File: src/rtl/uarc_pkg.sv
// Shared types and default sizing for the UARC bus responder slice.
package uarc_pkg;

    localparam int unsigned DEFAULT_WORD_MAG        = 5;
    localparam int unsigned DEFAULT_FIFO_ADDR_WIDTH = 3;

    function automatic int unsigned word_width(input int unsigned mag);
        return 32'd1 << mag;
    endfunction

    localparam int unsigned WORD_WIDTH = word_width(DEFAULT_WORD_MAG);

    typedef enum logic [2:0] {
        IDLE,
        ACK_K,
        ACK_I,
        ACK_S,
        STREAM
    } resp_state_t;

endpackage

File: src/rtl/uarc_bus_responder_if.sv
// Sender-bus plus local consumer port of one UARC responder instance.
interface uarc_bus_responder_if
    import uarc_pkg::*;
#(
    parameter int unsigned WORD_WIDTH  = uarc_pkg::WORD_WIDTH,
    parameter int unsigned COUNT_WIDTH = DEFAULT_FIFO_ADDR_WIDTH + 1
);

    logic                   sender_enable;
    logic                   global_kill;
    logic                   global_incept;
    logic                   global_send;
    logic                   global_stream;
    logic [WORD_WIDTH-1:0]  global_data;
    logic [WORD_WIDTH-1:0]  global_self_permission;
    logic [WORD_WIDTH-1:0]  global_incept_permission;
    logic [WORD_WIDTH-1:0]  global_incept_address;

    logic                   kill_ack;
    logic                   incept_ack;
    logic                   send_ack;
    logic                   stream_ack;

    logic                   out_valid;
    logic [WORD_WIDTH-1:0]  out_data;
    logic                   out_ready;
    logic [COUNT_WIDTH-1:0] fifo_count;

    logic                   incept_valid;
    logic [WORD_WIDTH-1:0]  incept_permission;
    logic [WORD_WIDTH-1:0]  incept_address;
    logic                   perm_err;

    // Core plus consumer side.
    modport master (
        output sender_enable, global_kill, global_incept, global_send, global_stream,
               global_data, global_self_permission, global_incept_permission,
               global_incept_address, out_ready,
        input  kill_ack, incept_ack, send_ack, stream_ack, out_valid, out_data,
               fifo_count, incept_valid, incept_permission, incept_address, perm_err
    );

    // Responder side.
    modport slave (
        input  sender_enable, global_kill, global_incept, global_send, global_stream,
               global_data, global_self_permission, global_incept_permission,
               global_incept_address, out_ready,
        output kill_ack, incept_ack, send_ack, stream_ack, out_valid, out_data,
               fifo_count, incept_valid, incept_permission, incept_address, perm_err
    );

endinterface

File: src/rtl/uarc_bus_responder_fifo.sv
// Word FIFO with first-word-fall-through head, saturating count and priority flush.
module uarc_fifo
    import uarc_pkg::*;
#(
    parameter int unsigned WIDTH      = uarc_pkg::WORD_WIDTH,
    parameter int unsigned ADDR_WIDTH = DEFAULT_FIFO_ADDR_WIDTH
) (
    input  logic                  clk,
    input  logic                  reset,
    input  logic                  flush,
    input  logic                  wr_en,
    input  logic [WIDTH-1:0]      wr_data,
    input  logic                  rd_en,
    output logic [WIDTH-1:0]      rd_data,
    output logic [ADDR_WIDTH:0]   count,
    output logic                  full,
    output logic                  empty
);

    localparam int unsigned DEPTH = 32'd1 << ADDR_WIDTH;
    localparam int unsigned CW    = ADDR_WIDTH + 1;

    logic [WIDTH-1:0]      mem_q [DEPTH];
    logic [WIDTH-1:0]      mem_d [DEPTH];
    logic [ADDR_WIDTH-1:0] wr_ptr_q, wr_ptr_d;
    logic [ADDR_WIDTH-1:0] rd_ptr_q, rd_ptr_d;
    logic [CW-1:0]         count_q, count_d;
    logic                  wr_ok;
    logic                  rd_ok;

    // Full/empty come from the registered count, so a same-cycle pop never frees a slot.
    assign full    = (count_q == CW'(DEPTH));
    assign empty   = (count_q == '0);
    assign wr_ok   = wr_en & ~full;
    assign rd_ok   = rd_en & ~empty;
    assign count   = count_q;
    assign rd_data = empty ? '0 : mem_q[rd_ptr_q];

    always_comb begin
        mem_d    = mem_q;
        wr_ptr_d = wr_ptr_q;
        rd_ptr_d = rd_ptr_q;
        count_d  = count_q;
        if (flush) begin
            wr_ptr_d = '0;
            rd_ptr_d = '0;
            count_d  = '0;
        end else begin
            if (wr_ok) begin
                mem_d[wr_ptr_q] = wr_data;
                wr_ptr_d        = wr_ptr_q + ADDR_WIDTH'(1);
            end
            if (rd_ok) begin
                rd_ptr_d = rd_ptr_q + ADDR_WIDTH'(1);
            end
            count_d = count_q + CW'(wr_ok) - CW'(rd_ok);
        end
    end

    always_ff @(posedge clk) begin
        if (reset) begin
            wr_ptr_q <= '0;
            rd_ptr_q <= '0;
            count_q  <= '0;
        end else begin
            wr_ptr_q <= wr_ptr_d;
            rd_ptr_q <= rd_ptr_d;
            count_q  <= count_d;
        end
    end

    // Storage needs no reset; the head is masked while empty.
    always_ff @(posedge clk) begin
        mem_q <= mem_d;
    end

endmodule

File: src/rtl/uarc_bus_responder.sv
// Target end of one UARC sender bus: request FSM, registered acks, incept registers,
// permission check, and a FIFO drained by a local valid/ready consumer.
module uarc_bus_responder
    import uarc_pkg::*;
#(
    parameter int unsigned                      WORD_MAG        = DEFAULT_WORD_MAG,
    parameter int unsigned                      FIFO_ADDR_WIDTH = DEFAULT_FIFO_ADDR_WIDTH,
    parameter logic [word_width(WORD_MAG)-1:0]  PERM_MASK       = '0
) (
    input  logic                 clk,
    input  logic                 reset,
    uarc_bus_responder_if.slave  bus
);

    localparam int unsigned WORD_W = word_width(WORD_MAG);

    resp_state_t       state_q, state_d;
    logic              kill_ack_q, kill_ack_d;
    logic              incept_ack_q, incept_ack_d;
    logic              send_ack_q, send_ack_d;
    logic              stream_ack_q, stream_ack_d;
    logic              incept_valid_q, incept_valid_d;
    logic [WORD_W-1:0] incept_perm_q, incept_perm_d;
    logic [WORD_W-1:0] incept_addr_q, incept_addr_d;
    logic              perm_err_q, perm_err_d;

    logic kill_req, incept_req, send_req, stream_req;
    logic perm_ok;
    logic take_word;
    logic fifo_wr_en, fifo_flush, fifo_full, fifo_empty;

    assign kill_req   = bus.global_kill   & bus.sender_enable;
    assign incept_req = bus.global_incept & bus.sender_enable;
    assign send_req   = bus.global_send   & bus.sender_enable;
    assign stream_req = bus.global_stream & bus.sender_enable;
    assign perm_ok    = ((bus.global_self_permission & PERM_MASK) == PERM_MASK);

    // Next-state, ack and FIFO control; a taken word is acked even when dropped for permission.
    always_comb begin
        state_d        = state_q;
        kill_ack_d     = 1'b0;
        incept_ack_d   = 1'b0;
        send_ack_d     = 1'b0;
        stream_ack_d   = 1'b0;
        incept_valid_d = incept_valid_q;
        incept_perm_d  = incept_perm_q;
        incept_addr_d  = incept_addr_q;
        perm_err_d     = perm_err_q;
        take_word      = 1'b0;
        fifo_wr_en     = 1'b0;
        fifo_flush     = 1'b0;

        case (state_q)
            IDLE: begin
                if (kill_req) begin
                    state_d = ACK_K;
                end else if (incept_req) begin
                    state_d        = ACK_I;
                    incept_ack_d   = 1'b1;
                    incept_valid_d = 1'b1;
                    incept_perm_d  = bus.global_incept_permission;
                    incept_addr_d  = bus.global_incept_address;
                end else if (send_req) begin
                    if (!fifo_full) begin
                        state_d    = ACK_S;
                        send_ack_d = 1'b1;
                        take_word  = 1'b1;
                    end
                end else if (stream_req) begin
                    state_d      = STREAM;
                    stream_ack_d = ~fifo_full;
                    take_word    = ~fifo_full;
                end
            end
            STREAM: begin
                if (kill_req) begin
                    state_d = ACK_K;
                end else if (!stream_req) begin
                    state_d = IDLE;
                end else if (!fifo_full) begin
                    stream_ack_d = 1'b1;
                    take_word    = 1'b1;
                end
            end
            ACK_K, ACK_I, ACK_S: state_d = IDLE;
            default:             state_d = IDLE;
        endcase

        if (state_d == ACK_K && state_q != ACK_K) begin
            kill_ack_d     = 1'b1;
            fifo_flush     = 1'b1;
            incept_valid_d = 1'b0;
            perm_err_d     = 1'b0;
        end

        if (take_word) begin
            fifo_wr_en = perm_ok;
            perm_err_d = perm_err_q | ~perm_ok;
        end
    end

    always_ff @(posedge clk) begin
        if (reset) begin
            state_q        <= IDLE;
            kill_ack_q     <= 1'b0;
            incept_ack_q   <= 1'b0;
            send_ack_q     <= 1'b0;
            stream_ack_q   <= 1'b0;
            incept_valid_q <= 1'b0;
            incept_perm_q  <= '0;
            incept_addr_q  <= '0;
            perm_err_q     <= 1'b0;
        end else begin
            state_q        <= state_d;
            kill_ack_q     <= kill_ack_d;
            incept_ack_q   <= incept_ack_d;
            send_ack_q     <= send_ack_d;
            stream_ack_q   <= stream_ack_d;
            incept_valid_q <= incept_valid_d;
            incept_perm_q  <= incept_perm_d;
            incept_addr_q  <= incept_addr_d;
            perm_err_q     <= perm_err_d;
        end
    end

    uarc_fifo #(
        .WIDTH      (WORD_W),
        .ADDR_WIDTH (FIFO_ADDR_WIDTH)
    ) u_fifo (
        .clk     (clk),
        .reset   (reset),
        .flush   (fifo_flush),
        .wr_en   (fifo_wr_en),
        .wr_data (bus.global_data),
        .rd_en   (bus.out_ready),
        .rd_data (bus.out_data),
        .count   (bus.fifo_count),
        .full    (fifo_full),
        .empty   (fifo_empty)
    );

    assign bus.out_valid         = ~fifo_empty;
    assign bus.kill_ack          = kill_ack_q;
    assign bus.incept_ack        = incept_ack_q;
    assign bus.send_ack          = send_ack_q;
    assign bus.stream_ack        = stream_ack_q;
    assign bus.incept_valid      = incept_valid_q;
    assign bus.incept_permission = incept_perm_q;
    assign bus.incept_address    = incept_addr_q;
    assign bus.perm_err          = perm_err_q;

endmodule
File: src/flat_wrapper.sv
// flat-port wrapper written by rule: the top's interface ports become plain ports
module uarc_bus_responder_flat import uarc_pkg::*;
#(
    parameter int unsigned                      WORD_MAG        = DEFAULT_WORD_MAG,
    parameter int unsigned                      FIFO_ADDR_WIDTH = DEFAULT_FIFO_ADDR_WIDTH,
    parameter logic [word_width(WORD_MAG)-1:0]  PERM_MASK       = '0
)
  (clk, reset, bus_sender_enable, bus_global_kill, bus_global_incept, bus_global_send, bus_global_stream, bus_global_data, bus_global_self_permission, bus_global_incept_permission, bus_global_incept_address, bus_out_ready, bus_kill_ack, bus_incept_ack, bus_send_ack, bus_stream_ack, bus_out_valid, bus_out_data, bus_fifo_count, bus_incept_valid, bus_incept_permission, bus_incept_address, bus_perm_err);
  uarc_bus_responder_if bus_i ();
  input  logic clk;
  input  logic reset;
  input wire logic [$bits(bus_i.sender_enable)-1:0] bus_sender_enable;
  input wire logic [$bits(bus_i.global_kill)-1:0] bus_global_kill;
  input wire logic [$bits(bus_i.global_incept)-1:0] bus_global_incept;
  input wire logic [$bits(bus_i.global_send)-1:0] bus_global_send;
  input wire logic [$bits(bus_i.global_stream)-1:0] bus_global_stream;
  input wire logic [$bits(bus_i.global_data)-1:0] bus_global_data;
  input wire logic [$bits(bus_i.global_self_permission)-1:0] bus_global_self_permission;
  input wire logic [$bits(bus_i.global_incept_permission)-1:0] bus_global_incept_permission;
  input wire logic [$bits(bus_i.global_incept_address)-1:0] bus_global_incept_address;
  input wire logic [$bits(bus_i.out_ready)-1:0] bus_out_ready;
  output wire logic [$bits(bus_i.kill_ack)-1:0] bus_kill_ack;
  output wire logic [$bits(bus_i.incept_ack)-1:0] bus_incept_ack;
  output wire logic [$bits(bus_i.send_ack)-1:0] bus_send_ack;
  output wire logic [$bits(bus_i.stream_ack)-1:0] bus_stream_ack;
  output wire logic [$bits(bus_i.out_valid)-1:0] bus_out_valid;
  output wire logic [$bits(bus_i.out_data)-1:0] bus_out_data;
  output wire logic [$bits(bus_i.fifo_count)-1:0] bus_fifo_count;
  output wire logic [$bits(bus_i.incept_valid)-1:0] bus_incept_valid;
  output wire logic [$bits(bus_i.incept_permission)-1:0] bus_incept_permission;
  output wire logic [$bits(bus_i.incept_address)-1:0] bus_incept_address;
  output wire logic [$bits(bus_i.perm_err)-1:0] bus_perm_err;
  assign bus_i.sender_enable = bus_sender_enable;
  assign bus_i.global_kill = bus_global_kill;
  assign bus_i.global_incept = bus_global_incept;
  assign bus_i.global_send = bus_global_send;
  assign bus_i.global_stream = bus_global_stream;
  assign bus_i.global_data = bus_global_data;
  assign bus_i.global_self_permission = bus_global_self_permission;
  assign bus_i.global_incept_permission = bus_global_incept_permission;
  assign bus_i.global_incept_address = bus_global_incept_address;
  assign bus_i.out_ready = bus_out_ready;
  assign bus_kill_ack = bus_i.kill_ack;
  assign bus_incept_ack = bus_i.incept_ack;
  assign bus_send_ack = bus_i.send_ack;
  assign bus_stream_ack = bus_i.stream_ack;
  assign bus_out_valid = bus_i.out_valid;
  assign bus_out_data = bus_i.out_data;
  assign bus_fifo_count = bus_i.fifo_count;
  assign bus_incept_valid = bus_i.incept_valid;
  assign bus_incept_permission = bus_i.incept_permission;
  assign bus_incept_address = bus_i.incept_address;
  assign bus_perm_err = bus_i.perm_err;
  uarc_bus_responder #(.WORD_MAG(WORD_MAG), .FIFO_ADDR_WIDTH(FIFO_ADDR_WIDTH), .PERM_MASK(PERM_MASK)) u_core (.clk(clk), .reset(reset), .bus(bus_i));
endmodule
File: config.mk
export PLATFORM = sky130hd
export DESIGN_NAME = uarc_bus_responder_flat
export DESIGN_NICKNAME = d
export VERILOG_FILES = /design/src/rtl/uarc_pkg.sv /design/src/rtl/uarc_bus_responder_if.sv /design/src/rtl/uarc_bus_responder_fifo.sv /design/src/rtl/uarc_bus_responder.sv /design/src/flat_wrapper.sv
export SDC_FILE = /design/constraint.sdc
export NUM_CORES = 1
export LEC_CHECK = 0
export BUFFER_PORTS_ARGS = -buffer_cell sky130_fd_sc_hd__buf_4
export CORE_MARGIN = 1.5
export CORE_UTILIZATION = 39
export CTS_CLUSTER_SIZE = 8
export DETAILED_ROUTE_END_ITERATION = 8
export HOLD_SLACK_MARGIN = 0.06
export SYNTH_ARGS = -nofsm -noshare
export SYNTH_HDL_FRONTEND = slang
export SYNTH_SLANG_ARGS = --single-unit
File: constraint.sdc
create_clock -name clk -period 4.9 [get_ports clk]
set_input_delay 0.49 -clock clk [delete_from_list [all_inputs] [get_ports clk]]
set_output_delay 0.49 -clock clk [all_outputs]
set_load 0.01 [all_outputs]
==> flow_summary_export.csv, run 1 <==
group,metric,value,unit
run_status,status,"finished clean",
clock_tree,cts_buffers,48,
floorplanning,die_h,184,um
finish,layout.nets,1170,
synthesis,synthMostInstantiatedCell,"edfxtp_1",
flow_run,max_cap_violations,0,
drt,vias,7427,
finish,fillers,2746,
synthesis,yosys_register_bits,338,
grt,grtUsageTotal,0.171,
synthesis,synth-compound-area-share,0.0322,
finish,stdcell_area,16300,um^2
pwr,power.density,462,nW/um^2
grt,grt_overflow,0,
drt,drt-pass1-iter-count,4,
placement,routabilityCongestion,0.763,
finish,num_antenna_cells,0,
synthesis,yosys.area.top_type,"edfxtp_1",
synthesis,ys.warnings.count,0,
synthesis,synth-simple-area-share,0.0722,
sta,final-hold-violation-count,0,
placement,place_area,15000,um^2
worst_setup_path,cp.required,4410,ps
synthesis,syn_inst,795,
worst_setup_path,crit_path_start_kind,"flip-flop",
synthesis,synth-main-ff-cell,"edfxtp_1",
sta,period_share,0.695,
finish,synthToLayoutAreaGrowth,27.1,%
floorplanning,rows,66,
clock_tree,cts-hold-fix-buffers,0,
grt,grt_pass1_wl,43.9,mm
sta,worstMarginPinSlew,897,ps
grt,grt_pass1_vias,7778,
synthesis,yosys.cell_types.count,40,
worst_setup_path,crit_fanout,42,
clock_tree,cts_setup_buffers,0,
clock_tree,cts.reportedPaths.clkPinSlew,50,ps
pwr,p_leak,5.64,nW
drt,drt_iter0_markers,343,
synthesis,synth_top_family_by_area,"multiplexers",
grt,antenna_found_initial,0,
synthesis,synth_top_area_share,0.599,
drt,via_per_inst,5.03,
sta,fmax,294,MHz
synthesis,synth_common_cells,"edfxtp_1 (256), nand2_1 (132), dfxtp_1 (82)",
clock_tree,cts_resized,0,
sta,finalSetupViolCount,0,
finish,layout.cells.non_filler,1478,
synthesis,muxShareOfSynthArea,0.139,
worst_setup_path,crit_type,"flip-flop to primary output",
synthesis,synthTopCellsByArea,"edfxtp_1 (60%), dfxtp_1 (13%), mux4_2 (11%)",
sta,rsz0062_at_grt,"no",
placement,dpl.hpwl,16.5,mm
clock_tree,tritoncts,"yes",
clock_tree,cts_max_path_buffers,3,
placement,dp_cells,1417,
synthesis,synth-seq-area-share,0.727,
drt,routed_wl,28.3,mm
sta,slew_headroom,0.402,
synthesis,async_reset_ff_frac,0,
clock_tree,htreeDepth,2,
synthesis,synth-adder-area-share,0.00936,
floorplanning,initial_utilization,0.395,
grt,grt_max_degree,72,
floorplanning,core,32500,um^2
floorplanning,io_pins,243,
synthesis,synth_xor_area_frac,0.00273,
sta,finalClockSkew,17.1,ps
floorplanning,die_x,184,um
drt,wl_per_cell,19.2,um
finish,layout-drive-gt1-share,0.353,
pwr,max-vdd-ir-drop,0.254,mV
synthesis,synth_nets,940,
worst_hold_path,hold_class,"input pin to flip-flop",
drt,ant_nets,0,
synthesis,synth_edf_count,256,
pwr,finalPower,7.54,mW
worst_setup_path,cp_data_arrival_time,2910,ps
clock_tree,clkSinkCount,338,
clock_tree,clock_latency,550,ps
sta,drv_slew,0,
clock_tree,root_buffer,"clkbuf_16",
drt,route.detailed.drc,0,
synthesis,synth.avg_cell_area,16.1,um^2
synthesis,syn-cell-area,12800,um^2
worst_setup_path,end_kind,"primary output",
placement,portBuffers,209,
floorplanning,die_area,34000,um^2
sta,fin_crit,3400,ps
sta,final.setup.tns,0,ps
==> cells by family (layout without fill, tap and decap cells) <==
logic type / count (synthesis) / count (layout)
compound gates: 78 / 78
xor+xnor: 4 / 4
fa+ha+maj: 9 / 9
buf+inv: 54 / 295
flops: 338 / 338
mux: 98 / 98
other cells: 1 / 1
simple gates: 213 / 213
==> worst max-delay path: stages (launching register included) <==
cell and delay, ps:
dfxtp_4 920, buf_4 430, mux4_2 540, mux2i_1 150, nor2_1 90, buf_4 180
==> stage by stage <==
step | util | worst slack, ps | hold slack (ps)
after global placement | 0.461 | 1840 | 443
after global routing | 0.503 | 1240 | 158
after detailed placement | 0.461 | 1800 | 447
after floorplan | - | 615 | 481
final | 0.503 | 1500 | 170
after CTS | 0.503 | 1410 | 140
==> per-layer routing <==
metal	vias to the layer above	GRT usage	routed length, um
li1	3432	-	-
met1	3708	0.217	11800
met2	243	0.277	13500
met3	44	0.0613	2510
met4	0	0.0459	517
met5	-	0	0
==> power breakdown <==
group	switching, mW	internal (mW)	total, mW
clock network	1.15	1.85	2.99
registers	0.116	3.14	3.26
logic	0.609	0.676	1.29
total	1.87	5.67	7.54
==> layout by cell type (no fill, tap or decap), types with 4 or more instances in the layout <==
master,count
nand2_1,132
edfxtp_1,256
nand3_1,5
ha_1,8
mux2i_1,34
nor4_1,4
dfxtp_1,79
a21oi_1,69
mux4_2,64
and2_1,4
nor2_1,45
clkbuf_16,49
buf_4,227
clkbuf_1,8
inv_1,7
==> sequential cells by signal (all words and copies together), names as in the netlist <==
name,cells
u_core.bus.incept_address,32
u_core.state_q,3
u_core.u_fifo.count,4
u_core.bus.incept_valid,1
u_core.bus.stream_ack,1
u_core.u_fifo.mem_q,256
u_core.bus.send_ack,1
u_core.u_fifo.rd_ptr_q,3
u_core.u_fifo.wr_ptr_q,3
u_core.bus.incept_permission,32
u_core.bus.kill_ack,1
u_core.bus.incept_ack,1
==> cell type report <==
class	instances	area, um^2	area share
clock buffer	58	1270	0.0779
clock inverter	3	70.1	0.00430
inverter	7	26.3	0.00161
multi-input combinational	403	3350	0.206
sequential	338	9340	0.572
tap	442	553	0.0339
timing repair buffer	227	1700	0.104
==> path summary, 6_finish.rpt <==
path / from / to / slack [ps] / cells past startpoint
setup / recovery: u_core.u_fifo.rd_ptr_q[0] / bus_out_data[21] / 1500 / 5
hold / removal: bus_global_kill / u_core.state_q[1] / 170 / 2
setup reg to reg: u_core.u_fifo.count[2] / u_core.u_fifo.count[2] / 2100 / 12
hold reg to reg: u_core.bus.incept_permission[12] / u_core.bus.incept_permission[12] / 450 / 2
Note: power is estimated with default switching activity, not from simulation.
==> inputs of run 2 (changes only) <==
- clock period: 4.9 -> 3.6 ns (I/O delays scaled with it)
==> run 2 against run 1 <==
Net effect: worst hold slack got worse by 88 ps; combinational power increased by 47%; critical path type unchanged; flip-flop and latch count unchanged; global-route usage is 0.30 points higher; largest cell class unchanged; core utilization increased by 2.8 points; sequential share of layout area decreased by 3.1 points; via count is 4.6% higher; sequential power grew 35%; critical path depth is the same; clock skew is 2.9 ps higher; largest power group unchanged.
==> flow_summary_export.csv, run 2 (synthesis gave the netlist of run 1 again) <==
group,metric,value,unit
placement,portBuffers,209,
worst_setup_path,crit_fanout,33,
floorplanning,initial_utilization,0.395,
worst_setup_path,slowest_stage,"dfxtp_4",
worst_setup_path,cpPeakStageDelay,800,ps
worst_setup_path,end_kind,"primary output",
clock_tree,cts_setup_buffers,0,
clock_tree,cts_buffers,48,
clock_tree,clock_latency,550,ps
worst_setup_path,cp_data_arrival_time,2590,ps
floorplanning,rows,66,
floorplanning,core,32500,um^2
clock_tree,cts.reportedPaths.clkPinSlew,50,ps
placement,dpl.hpwl,16.9,mm
run_status,status,"finished clean",
sta,worstMarginPinSlew,763,ps
grt,grt_busiest_layer,"met2",
flow_run,max_cap_violations,0,
grt,grtUsageMet2,0.290,
floorplanning,die_x,184,um
sta,slew_headroom,0.491,
grt,grt_use_met1,0.216,
worst_setup_path,cp_top_family,"flip-flops",
drt,drt-pass1-iter-count,4,
clock_tree,tritoncts,"yes",
drt,wl_per_cell,18.5,um
sta,drv_slew,0,
sta,finalClockSkew,20.0,ps
clock_tree,cts-hold-fix-buffers,79,
drt,vias,7770,
sta,final.setup.tns,0,ps
worst_setup_path,path_common_cell,"buf_4",
grt,grtUsageMet3,0.0551,
finish,layout.nets,1251,
clock_tree,root_buffer,"clkbuf_16",
grt,antenna_found_initial,2,
grt,grt_max_degree,72,
pwr,p_leak,6.00,nW
sta,rsz0062_at_grt,"no",
finish,largest_reg_flops,256,
sta,fmax,339,MHz
grt,grt_pass1_vias,8158,
drt,ant_nets,0,
finish,synthToLayoutAreaGrowth,34.3,%
pwr,max-vdd-ir-drop,0.389,mV
grt,grtUsageTotal,0.174,
drt,routed_wl,29.1,mm
clock_tree,cts_max_path_buffers,3,
grt,grt_overflow,0,
sta,period_share,0.821,
floorplanning,die_h,184,um
worst_setup_path,path_cells,"buf_4 -> mux4_2 -> mux2i_1 -> nor2_1 -> buf_4",
pwr,power.density,606,nW/um^2
sta,fin_crit,2950,ps
placement,routabilityCongestion,0.762,
floorplanning,io_pins,243,
finish,final_common_cell,"edfxtp_1",
worst_hold_path,hold_class,"input pin to flip-flop",
floorplanning,die_area,34000,um^2
pwr,finalPower,10.4,mW
worst_setup_path,crit_path_start_kind,"flip-flop",
sta,finalSetupViolCount,0,
drt,drt_iter0_markers,410,
clock_tree,htreeDepth,2,
finish,layout-drive-gt1-share,0.324,
clock_tree,clkSinkCount,338,
worst_setup_path,cp.required,3240,ps
drt,route.detailed.drc,0,
clock_tree,cts_resized,0,
drt,via_per_inst,4.93,
finish,final_cell_mix,"edfxtp_1 (256), buf_4 (226), nand2_1 (132)",
grt,grt_pass1_wl,45.2,mm
finish,largest_register,"u_core.u_fifo.mem_q",
worst_setup_path,crit_type,"flip-flop to primary output",
worst_setup_path,worst-path-buf-inv,2,
sta,final-hold-violation-count,0,
finish,post-route-util,0.531,
-- run 2: per-stage QoR --
| stage | setup WS, ps | std cells | cell area, um^2 | hold slack, ps |
|---|---|---|---|---|
| after global routing | 440 | 1575 | 17200 | 71.6 |
| after global placement | 822 | 1419 | 15000 | 442 |
| after CTS | 533 | 1573 | 17200 | 60.1 |
| final | 646 | 1575 | 17200 | 82.5 |
| after floorplan | 59.2 | 795 | 12900 | 436 |
| after detailed placement | 795 | 1419 | 15000 | 447 |
-- run 2: layout make-up --
| cell class | count | area (um^2) |
|---|---|---|
| antenna | 2 | 5.00 |
| clock buffer | 72 | 1310 |
| clock inverter | 3 | 76.3 |
| fill | 2661 | 15200 |
| inverter | 7 | 26.3 |
| multi-input combinational | 403 | 3380 |
| sequential | 338 | 9340 |
| tap | 442 | 553 |
| timing repair buffer | 308 | 2550 |
-- run 2: final timing paths --
kind	from	endpoint	slack (ps)	depth (start not counted)
setup / recovery	u_core.u_fifo.rd_ptr_q[0]	bus_out_data[28]	650	5
hold / removal	bus_global_incept_permission[9]	u_core.bus.incept_permission[9]	80	3
hold reg to reg	u_core.bus.incept_address[11]	u_core.bus.incept_address[11]	450	2
setup reg to reg	u_core.u_fifo.count[2]	u_core.u_fifo.count[3]	950	12
-- run 2: power by group --
group          total [mW]  switching [mW]  internal, mW
clock                4.14            1.58          2.56
sequential           4.41           0.135          4.28
combinational        1.89           0.885          1.00
-- run 2: routing by layer --
metal  vias up  wire, um
met3        48      2240
met5         -         0
met2       266     14200
met1      3842     12100
li1       3614         -
met4         0       580
-- run 2: worst min-delay path: cells and delay by family --
kind | cells | cell delay, ps
AO/OA/AOI/OAI | 1 | 50
buffers and inverters | 1 | 110
AND/OR/NAND/NOR | 1 | 50
